==> src/rtl/fault_sim_sequencer.sv <==
// Exhaustive-pattern stuck-at fault simulation sequencer: captures the fault-free
// response, then one faulty pass per fault, reporting a per-pattern detection mask.
//
// state | meaning
// IDLE  | waiting for start, CUT driven fault-free with pi=0
// GOLD  | stepping all patterns fault-free, filling golden
// FAULT | stepping all patterns with fault k injected, mask reported at last pattern
module fault_sim_sequencer #(
  parameter int                    NUM_PI     = 3,
  parameter int                    NUM_FAULTS = 5,
  parameter logic [NUM_FAULTS-1:0] FF_CTRL    = 5'b10010,
  parameter int                    SETTLE     = 2
) (
  input  logic                                                  clk,
  input  logic                                                  rst,
  input  logic                                                  start,
  input  logic                                                  f_in,
  output logic [NUM_PI-1:0]                                     pi,
  output logic [NUM_FAULTS-1:0]                                 fault_ctrl,
  output logic [(1<<NUM_PI)-1:0]                                golden,
  output logic                                                  det_valid,
  output logic [((NUM_FAULTS > 1) ? $clog2(NUM_FAULTS) : 1)-1:0] det_fault_idx,
  output logic [(1<<NUM_PI)-1:0]                                det_mask,
  output logic [$clog2(NUM_FAULTS+1)-1:0]                       det_count,
  output logic                                                  busy,
  output logic                                                  done
);

  localparam int P  = 1 << NUM_PI;
  localparam int IW = (NUM_FAULTS > 1) ? $clog2(NUM_FAULTS) : 1;
  localparam int CW = $clog2(NUM_FAULTS + 1);
  localparam int SW = (SETTLE > 1) ? $clog2(SETTLE) : 1;

  typedef enum logic [1:0] {IDLE, GOLD, FAULT} state_t;

  state_t          state, state_nxt;
  logic [SW-1:0]   settle_cnt;
  logic [IW-1:0]   fault_k;
  logic [P-1:0]    faulty;
  logic [P-1:0]    faulty_w;
  logic [P-1:0]    golden_w;
  logic [P-1:0]    mask_nxt;
  logic            sample;
  logic            last_pat;
  logic            last_fault;

  assign sample     = (state != IDLE) && (settle_cnt == '0);
  assign last_pat   = sample && (pi == {NUM_PI{1'b1}});
  assign last_fault = (fault_k == IW'(NUM_FAULTS - 1));
  assign busy       = (state != IDLE);

  // Current pattern's sample merged in, so the last pattern's mask needs no extra cycle.
  always_comb begin
    faulty_w     = faulty;
    faulty_w[pi] = f_in;
    golden_w     = golden;
    golden_w[pi] = f_in;
    mask_nxt     = golden ^ faulty_w;
  end

  always_comb begin
    fault_ctrl = FF_CTRL;
    if (state == FAULT) fault_ctrl = FF_CTRL ^ (NUM_FAULTS'(1) << fault_k);
  end

  always_comb begin
    state_nxt = state;
    case (state)
      IDLE:    if (start) state_nxt = GOLD;
      GOLD:    if (last_pat) state_nxt = FAULT;
      FAULT:   if (last_pat && last_fault) state_nxt = IDLE;
      default: state_nxt = IDLE;
    endcase
  end

  always_ff @(posedge clk) begin
    if (rst) state <= IDLE;
    else     state <= state_nxt;
  end

  always_ff @(posedge clk) begin
    if (rst) begin
      pi            <= '0;
      settle_cnt    <= '0;
      fault_k       <= '0;
      faulty        <= '0;
      golden        <= '0;
      det_valid     <= 1'b0;
      det_fault_idx <= '0;
      det_mask      <= '0;
      det_count     <= '0;
      done          <= 1'b0;
    end else begin
      det_valid <= 1'b0;
      done      <= 1'b0;
      if (state == IDLE) begin
        if (start) begin
          pi         <= '0;
          settle_cnt <= SW'(SETTLE - 1);
          fault_k    <= '0;
          faulty     <= '0;
          golden     <= '0;
          det_count  <= '0;
        end
      end else if (!sample) begin
        settle_cnt <= settle_cnt - SW'(1);
      end else begin
        settle_cnt <= SW'(SETTLE - 1);
        pi         <= pi + NUM_PI'(1);
        if (state == GOLD) begin
          golden <= golden_w;
          if (last_pat) fault_k <= '0;
        end else begin
          faulty <= faulty_w;
          if (last_pat) begin
            det_mask      <= mask_nxt;
            det_fault_idx <= fault_k;
            det_valid     <= 1'b1;
            det_count     <= det_count + CW'(mask_nxt != '0);
            if (last_fault) begin
              done    <= 1'b1;
              fault_k <= '0;
            end else begin
              fault_k <= fault_k + IW'(1);
            end
          end
        end
      end
    end
  end

endmodule

==> config.mk <==
export PLATFORM = sky130hd
export DESIGN_NAME = fault_sim_sequencer
export DESIGN_NICKNAME = d
export VERILOG_FILES = /design/src/rtl/fault_sim_sequencer.sv
export SDC_FILE = /design/constraint.sdc
export NUM_CORES = 1
export LEC_CHECK = 0
export ABC_AREA = 1
export CELL_PAD_IN_SITES_DETAIL_PLACEMENT = 1
export CELL_PAD_IN_SITES_GLOBAL_PLACEMENT = 2
export CORE_MARGIN = 4
export CORE_UTILIZATION = 29
export DETAILED_ROUTE_END_ITERATION = 7
export GPL_TIMING_DRIVEN = 0
export HOLD_SLACK_MARGIN = 0.03
export PLACE_DENSITY_LB_ADDON = 0.1
export SLEW_MARGIN = 20
export SYNTH_ARGS = -nofsm -noshare
export SYNTH_HDL_FRONTEND = slang
export SYNTH_SLANG_ARGS = --single-unit
==> constraint.sdc <==
create_clock -name clk -period 2.1 [get_ports clk]
set_input_delay 0.525 -clock clk [delete_from_list [all_inputs] [get_ports clk]]
set_output_delay 0.525 -clock clk [all_outputs]
set_load 0.05 [all_outputs]
== After elaboration in Yosys (flattened, before gate mapping) ==
Cells that the tools add are included.

* Output and inout bits: 33
* Input bits: 4
* Logic and storage cells: 86
* Flip-flop bits (word level): 41

* Add/subtract/negate cells: 4
* Reductions and logical operators: 19
* Bitwise logic cells: 7
* Shift operators: 1
* Eq/ne operators: 8
* Muxes and demuxes: 34
* Magnitude comparators: 2

{| class="wikitable"
|+ Operators with widths
! operator !! number
|-
| $mux W8 || 7
|-
| $mux W3 || 13
|-
| $bwmux W8 || 2
|-
| $reduce_and A3 Y1 || 4
|-
| $reduce_and A4 Y1 || 2
|-
| $reduce_bool A2 Y1 || 4
|-
| $reduce_bool A8 Y1 || 1
|-
| $xor A8 B8 Y8 || 1
|-
| $add A3 B1 Y3 const B || 2
|-
| $eq A3 B3 Y1 const B || 2
|-
| $mux W1 || 6
|-
| $mux W2 || 3
|-
| $ne A2 B2 Y1 const B || 3
|-
| $pmux W2 S3 || 1
|-
| $mux W5 || 1
|-
| $not A1 Y1 || 5
|-
| $reduce_or A5 Y1 || 1
|-
| $shl A1 B3 Y5 const A || 1
|-
| $logic_and A1 B1 Y1 || 4
|-
| $lt A3 B4 Y1 const B || 1
|-
| $reduce_or A4 Y1 || 1
|-
| $add A3 B1 Y3 || 1
|-
| $demux W1 S3 || 1
|-
| $ge A3 B1 Y1 const B || 1
|-
| other kinds (7) || 7
|}

== Logic depth before layout (Yosys ltp) ==
* Depth in word-level cells: 12
* Gate-level depth with buffers: 15
* Gate-level depth less buffers: 14

== Worst setup path before layout ==
Ideal clock, no wire load.

* Path kind: register -> register
* Start point: register pi[1]
* End point: register det_count[1]
* Path buffers: 1
* Required time: 1.968 ns
* Setup slack: -0.111 ns
* Stages on the path, launching flop included: 13
* Arrival: 2.079 ns
* Setup time: 0.132 ns
* Period minus slack after synthesis: 2.211 ns
* Cells stage by stage: dfxtp_1 -> buf_2 -> nand3_1 -> nand2_1 -> nand3_1 -> nand2_1 -> nand2_1 -> nor2_1 -> nand2_1 -> ha_1 -> ha_1 -> nand2_1 -> a21oi_1

* Longest elaborated chain between the ends: 12
* Elaborated cells between the ends (all ways): 17
* Those cells by class: 1 x add/sub; 2 x order compare; 1 x eq/ne; 7 x mux; 1 x bitwise; 5 x reduce/logical

{| class="wikitable"
|+ Ends and longest elaborated chain
! item !! RTL line !! RTL
|-
| start, declared || 18 || <nowiki>output logic [NUM_PI-1:0] pi,</nowiki>
|-
| start signal, assigned || 109 || <nowiki>pi <= pi + NUM_PI'(1);</nowiki>
|-
| $lt A3 B4 Y1 (implied by the code) or $ge A3 B1 Y1 (tied branches) || 55 || <nowiki>faulty_w[pi] = f_in;</nowiki>
|-
| $logic_and A1 B1 Y1 (implied by the code) || 55 ||
|-
| $mux W1 (implied by the code) || 55 ||
|-
| $demux W1 S3 || 55 ||
|-
| $bwmux W8 || 55 ||
|-
| $xor A8 B8 Y8 || 58 || <nowiki>mask_nxt = golden ^ faulty_w;</nowiki>
|-
| $reduce_bool A8 Y1 || 119 || <nowiki>det_count <= det_count + CW'(mask_nxt != '0);</nowiki>
|-
| $add A3 B1 Y3 || 119 ||
|-
| $mux W3 || 115 || <nowiki>if (last_pat) begin</nowiki>
|-
| $mux W3 || 110 || <nowiki>if (state == GOLD) begin</nowiki>
|-
| $mux W3 || 105 || <nowiki>end else if (!sample) begin</nowiki>
|-
| $mux W3 || 96 || <nowiki>if (state == IDLE) begin</nowiki>
|-
| end signal, assigned || 119 ||
|-
| end, declared || 24 || <nowiki>output logic [$clog2(NUM_FAULTS+1)-1:0] det_count,</nowiki>
|}

Parallel ways exist; a longest one is shown, timed or not. The select of a mux whose other input is x is not followed.
A chain may end at the register's enable or synchronous reset.

== Worst setup path after layout ==
* Start point: register golden[5]
* End point: output golden[5]

{| class="wikitable"
|+ RTL lines
! item !! RTL line !! RTL
|-
| start, declared || 20 || <nowiki>output logic [(1<<NUM_PI)-1:0] golden,</nowiki>
|-
| start signal, assigned || 111 || <nowiki>golden <= golden_w;</nowiki>
|}

No word-level cell between the ends.

==> results list <==
* Worst hold slack: about 470 ps
- CTS tree: yes
- At the later pin of the worst-skew pair, clock insertion delay measures a little under 300 ps.
- The worst path uses between 90% and 100% of the clock period.
* Worst Hold Class: reg2reg
- Dividing the detail-routed wire length by the instance count gives between 10 and 15 microns.
- Area growth, synth to finish: 38.4%
- Remaining global-route overflow: 0
* Max-slew headroom at the worst pin: roughly 60%
* End of the worst register-to-register path: det_count[1]
* Number of DRC violations after detailed routing: 0
- The first detailed-routing pass took 4 iterations.
* Worst-margin pin slew: ~600 ps
- Floorplan die area: between 0.009 and 0.01 sq mm
- DP Worst Slack: -470 ps
- Worst setup path startpoint: golden[5]
- The repair_antennas step left the layout with diodes totalling 0.
- Startpoint of the most critical register-to-register path: pi[1]
- Maximum operating frequency: 0.487 GHz
- Floorplan die height: about 96 microns
- Status: completed
* Number of primary I/O pins: 37
- The final hold violation count came to 0.
- STA classifies the critical path endpoint as an output pin.
- The post-route netlist has 22.1% of its cells at a drive strength greater than 1.
- The H-tree was split into 2 levels.
* R2R Setup Slk: between 100 and 150 ps
* Post-synthesis sequential area ratio: 36.2%
- Summing over every cut layer, the via total after detailed routing is 2,305.
- The number of antenna violations at the first check in global routing was 0.
- Register-to-Register Path Depth: 12
* CTS sink cnt: 41
* Starting DRT DRC Count: between 50 and 60
* Cells traversed along the worst timing path: clkdlybuf4s50_1
- Via-to-Cell Ratio: around 4.8
- At the worst endpoint, the arrival time is 1530 ps.
- Via count of the first global-routing pass: roughly 2,300
- Filler instances: around 950
- Critical path start-end classification: reg2out
- CP bufs+invs: 1
- Synthesis produced a netlist with a net count of between 300 and 400.
- The initialized floorplan defines 31 standard-cell rows.
- Slowest stage delay, CP: roughly 830 ps
* Maximum VDD drop: ~0.00037 V
* Placed cell areas: about 0.0028 sq mm
- Mapped cell area: 0.00227 sq mm
- STA puts the critical path data required time at 1570 ps.
- Entering global routing, the biggest net connects 13 pins.
- For this design the static power due to leakage is 1.43 nW.
* First-pass GRT wire length: 11.3 mm
- In this run the remaining antenna-violating nets after routing total 0.
- The netlist uses 27 different library cells.
* Floorplan die width: ~96 microns
* Core area: 0.00741 sq mm
* Average footprint of a synthesized cell: a little under 7 sq um
- TritonCTS created 5 clock buffers.
* Detailed placer's ending HPWL: around 5.3 mm
- In the post-route analysis, the smallest setup slack over all paths is 48.3 ps.
* Count of buffers from port buffering: 36
* Cell at the slowest stage of the critical path: sky130_fd_sc_hd__clkdlybuf4s50_1
* Clock Tree Root: sky130_fd_sc_hd__clkbuf_8
* Max clock buf depth: 2
- Initial Utilization: a little under a third
- The kind of cell with the highest combined delay along the critical path is buffers and inverters.
* Post-layout min period: between 2000 and 2500 ps
- Number of max-slew violations in the final report: 0
- Count of state elements after synthesis: 41
* Max-cap viol count: 0
- The worst setup path is launched from a flop.
* Cell area after layout: approximately 0.0031 sq mm
* Final WL: just over 7 mm
* Total number of yosys warnings: 0
- Critical path depth: 1
- GR Util All Layers: roughly 16%
- Design Power: roughly 0.0019 W
- For this design the ratio of total power to cell area is about 600 mW/mm^2.
- Setup violations remaining at the end of the flow were counted as 0.
- Clk slew on worst S/H paths: approximately 80 ps
* Timing endpoint of the critical path: golden[5]
- Placer's final routability congestion estimate: around 0.83
- Cells after Synth: about 330
- Post-route clock skew: between 8 and 9 ps
- Largest fanout on the critical path: 4
* Total Nets Final: roughly 400
- Number of buffers inserted for hold repair after clock tree synthesis: 0
cell usage in the layout (no fill, tap or decap), types with 3 or more instances in the layout:
cell                              instances
sky130_fd_sc_hd__nand4_1                  9
sky130_fd_sc_hd__dfxtp_4                  3
sky130_fd_sc_hd__nand3_1                 27
sky130_fd_sc_hd__clkdlybuf4s50_1         25
sky130_fd_sc_hd__dfxtp_1                 35
sky130_fd_sc_hd__dfxtp_2                  3
sky130_fd_sc_hd__buf_2                    3
sky130_fd_sc_hd__buf_6                    6
sky130_fd_sc_hd__a21oi_1                 17
sky130_fd_sc_hd__buf_4                    9
sky130_fd_sc_hd__o22ai_1                  5
sky130_fd_sc_hd__nand3b_1                 4
sky130_fd_sc_hd__ha_1                     9
sky130_fd_sc_hd__nand2_1                 70
sky130_fd_sc_hd__o21ai_0                 13
sky130_fd_sc_hd__nand2_4                  6
sky130_fd_sc_hd__clkbuf_8                 6
sky130_fd_sc_hd__o21a_1                   4
sky130_fd_sc_hd__o21ai_1                  3
sky130_fd_sc_hd__nand2_2                 16
sky130_fd_sc_hd__inv_2                    3
sky130_fd_sc_hd__dlymetal6s2s_1           4
sky130_fd_sc_hd__nand3_2                  6
sky130_fd_sc_hd__inv_1                   38
sky130_fd_sc_hd__nor2_1                  27
sky130_fd_sc_hd__nor2_2                   3
sky130_fd_sc_hd__a21o_1                   4
metal layers:
metal | vias to the layer above | global-route usage [%] | routed length [microns] | part of all wire, %
met3 | 7 | 2.94 | 154 | 2.2
met4 | 0 | 3.74 | 72 | 1.0
met2 | 23 | 27.1 | 3570 | 50
met5 | - | 0 | 0 | 0
met1 | 1104 | 20.8 | 3360 | 47
li1 | 1171 | - | - | -
synth_stat cells, drive strengths merged:
cell type,count,area [sq um]
a21o,4,30.0
a21oi,18,90.1
buf,10,68.8
clkbuf,1,3.75
clkinv,1,5.00
dfxtp,41,821
ha,9,113
inv,45,171
nand2,92,398
nand3,35,175
nand3b,4,30.0
nand4,9,56.3
nor2,32,130
nor3,1,5.00
o21a,4,30.0
o21ai,16,80.1
o22ai,5,31.3
o32ai,2,17.5
or2,2,12.5
report_power, final:
group          internal, W  switching, W  total, W
sequential        0.000802     0.0000299  0.000831
combinational     0.000146      0.000281  0.000426
clock             0.000388      0.000288  0.000676
total              0.00134      0.000598   0.00193
how the worst min path moves through the flow:
| stage | startpoint | end | slack [ps] | depth (start not counted) |
|---|---|---|---|---|
| global route | faulty[1] | faulty[1] | 510 | 2 |
| global placement | faulty[1] | faulty[1] | 460 | 2 |
| floorplan | faulty[0] | faulty[0] | 450 | 2 |
| finish | faulty[0] | faulty[0] | 470 | 2 |
| detailed placement | faulty[0] | faulty[0] | 470 | 2 |
| CTS | faulty[0] | faulty[0] | 480 | 2 |
flip-flops by register name (all words and copies together), names as in the netlist:
register	count
det_mask	8
faulty	8
golden	8
det_count	3
det_fault_idx	3
fault_k	3
pi	3
state	2
det_valid	1
done	1
settle_cnt	1
final cells by class:
class	instances	area (sq um)	area share, %
multi-input combinational	233	1300	41.5
sequential	41	836	26.6
timing repair buffer	46	463	14.7
inverter	46	186	5.94
tap	99	124	3.95
buffer	11	111	3.55
clock buffer	7	86.3	2.75
clock inverter	1	30.0	0.957
stage by stage:
step / cells / util [%] / TNS, ps
finish: 484 / 42.4 / 0
global route: 484 / 42.4 / -29.0
CTS: 476 / 39.3 / 0
detailed placement: 466 / 37.2 / -2970
global placement: 466 / 37.2 / -2910
floorplan: 331 / - / 0
what timing repair did:
item	CTS	global route
pin swaps	3	5
gates cloned	0	3
gates resized for setup	41	47
buffers inserted	2	5
endpoints found under the setup margin	8	11
cell families after synthesis:
kind of cell,after synthesis,share of synthesized area [%]
adder cells (fa/ha/maj),9,4.96
buffers and inverters,57,11.0
AO/OA/AOI/OAI,49,12.3
flip-flops,41,36.2
AND/OR/NAND/NOR,175,35.6
worst register-to-register path, cell delays in order, from the launching register on:
cell	delay, ps
sky130_fd_sc_hd__dfxtp_4	440
sky130_fd_sc_hd__buf_8	150
sky130_fd_sc_hd__nand3_2	100
sky130_fd_sc_hd__nand2_1	110
sky130_fd_sc_hd__nand3_1	130
sky130_fd_sc_hd__nand2_2	110
sky130_fd_sc_hd__nand2_1	50
sky130_fd_sc_hd__nor2_1	100
sky130_fd_sc_hd__nand2_1	60
sky130_fd_sc_hd__ha_1	190
sky130_fd_sc_hd__ha_1	270
sky130_fd_sc_hd__nand2_1	70
sky130_fd_sc_hd__a21oi_1	60
Power figures use the tool's default switching activity.
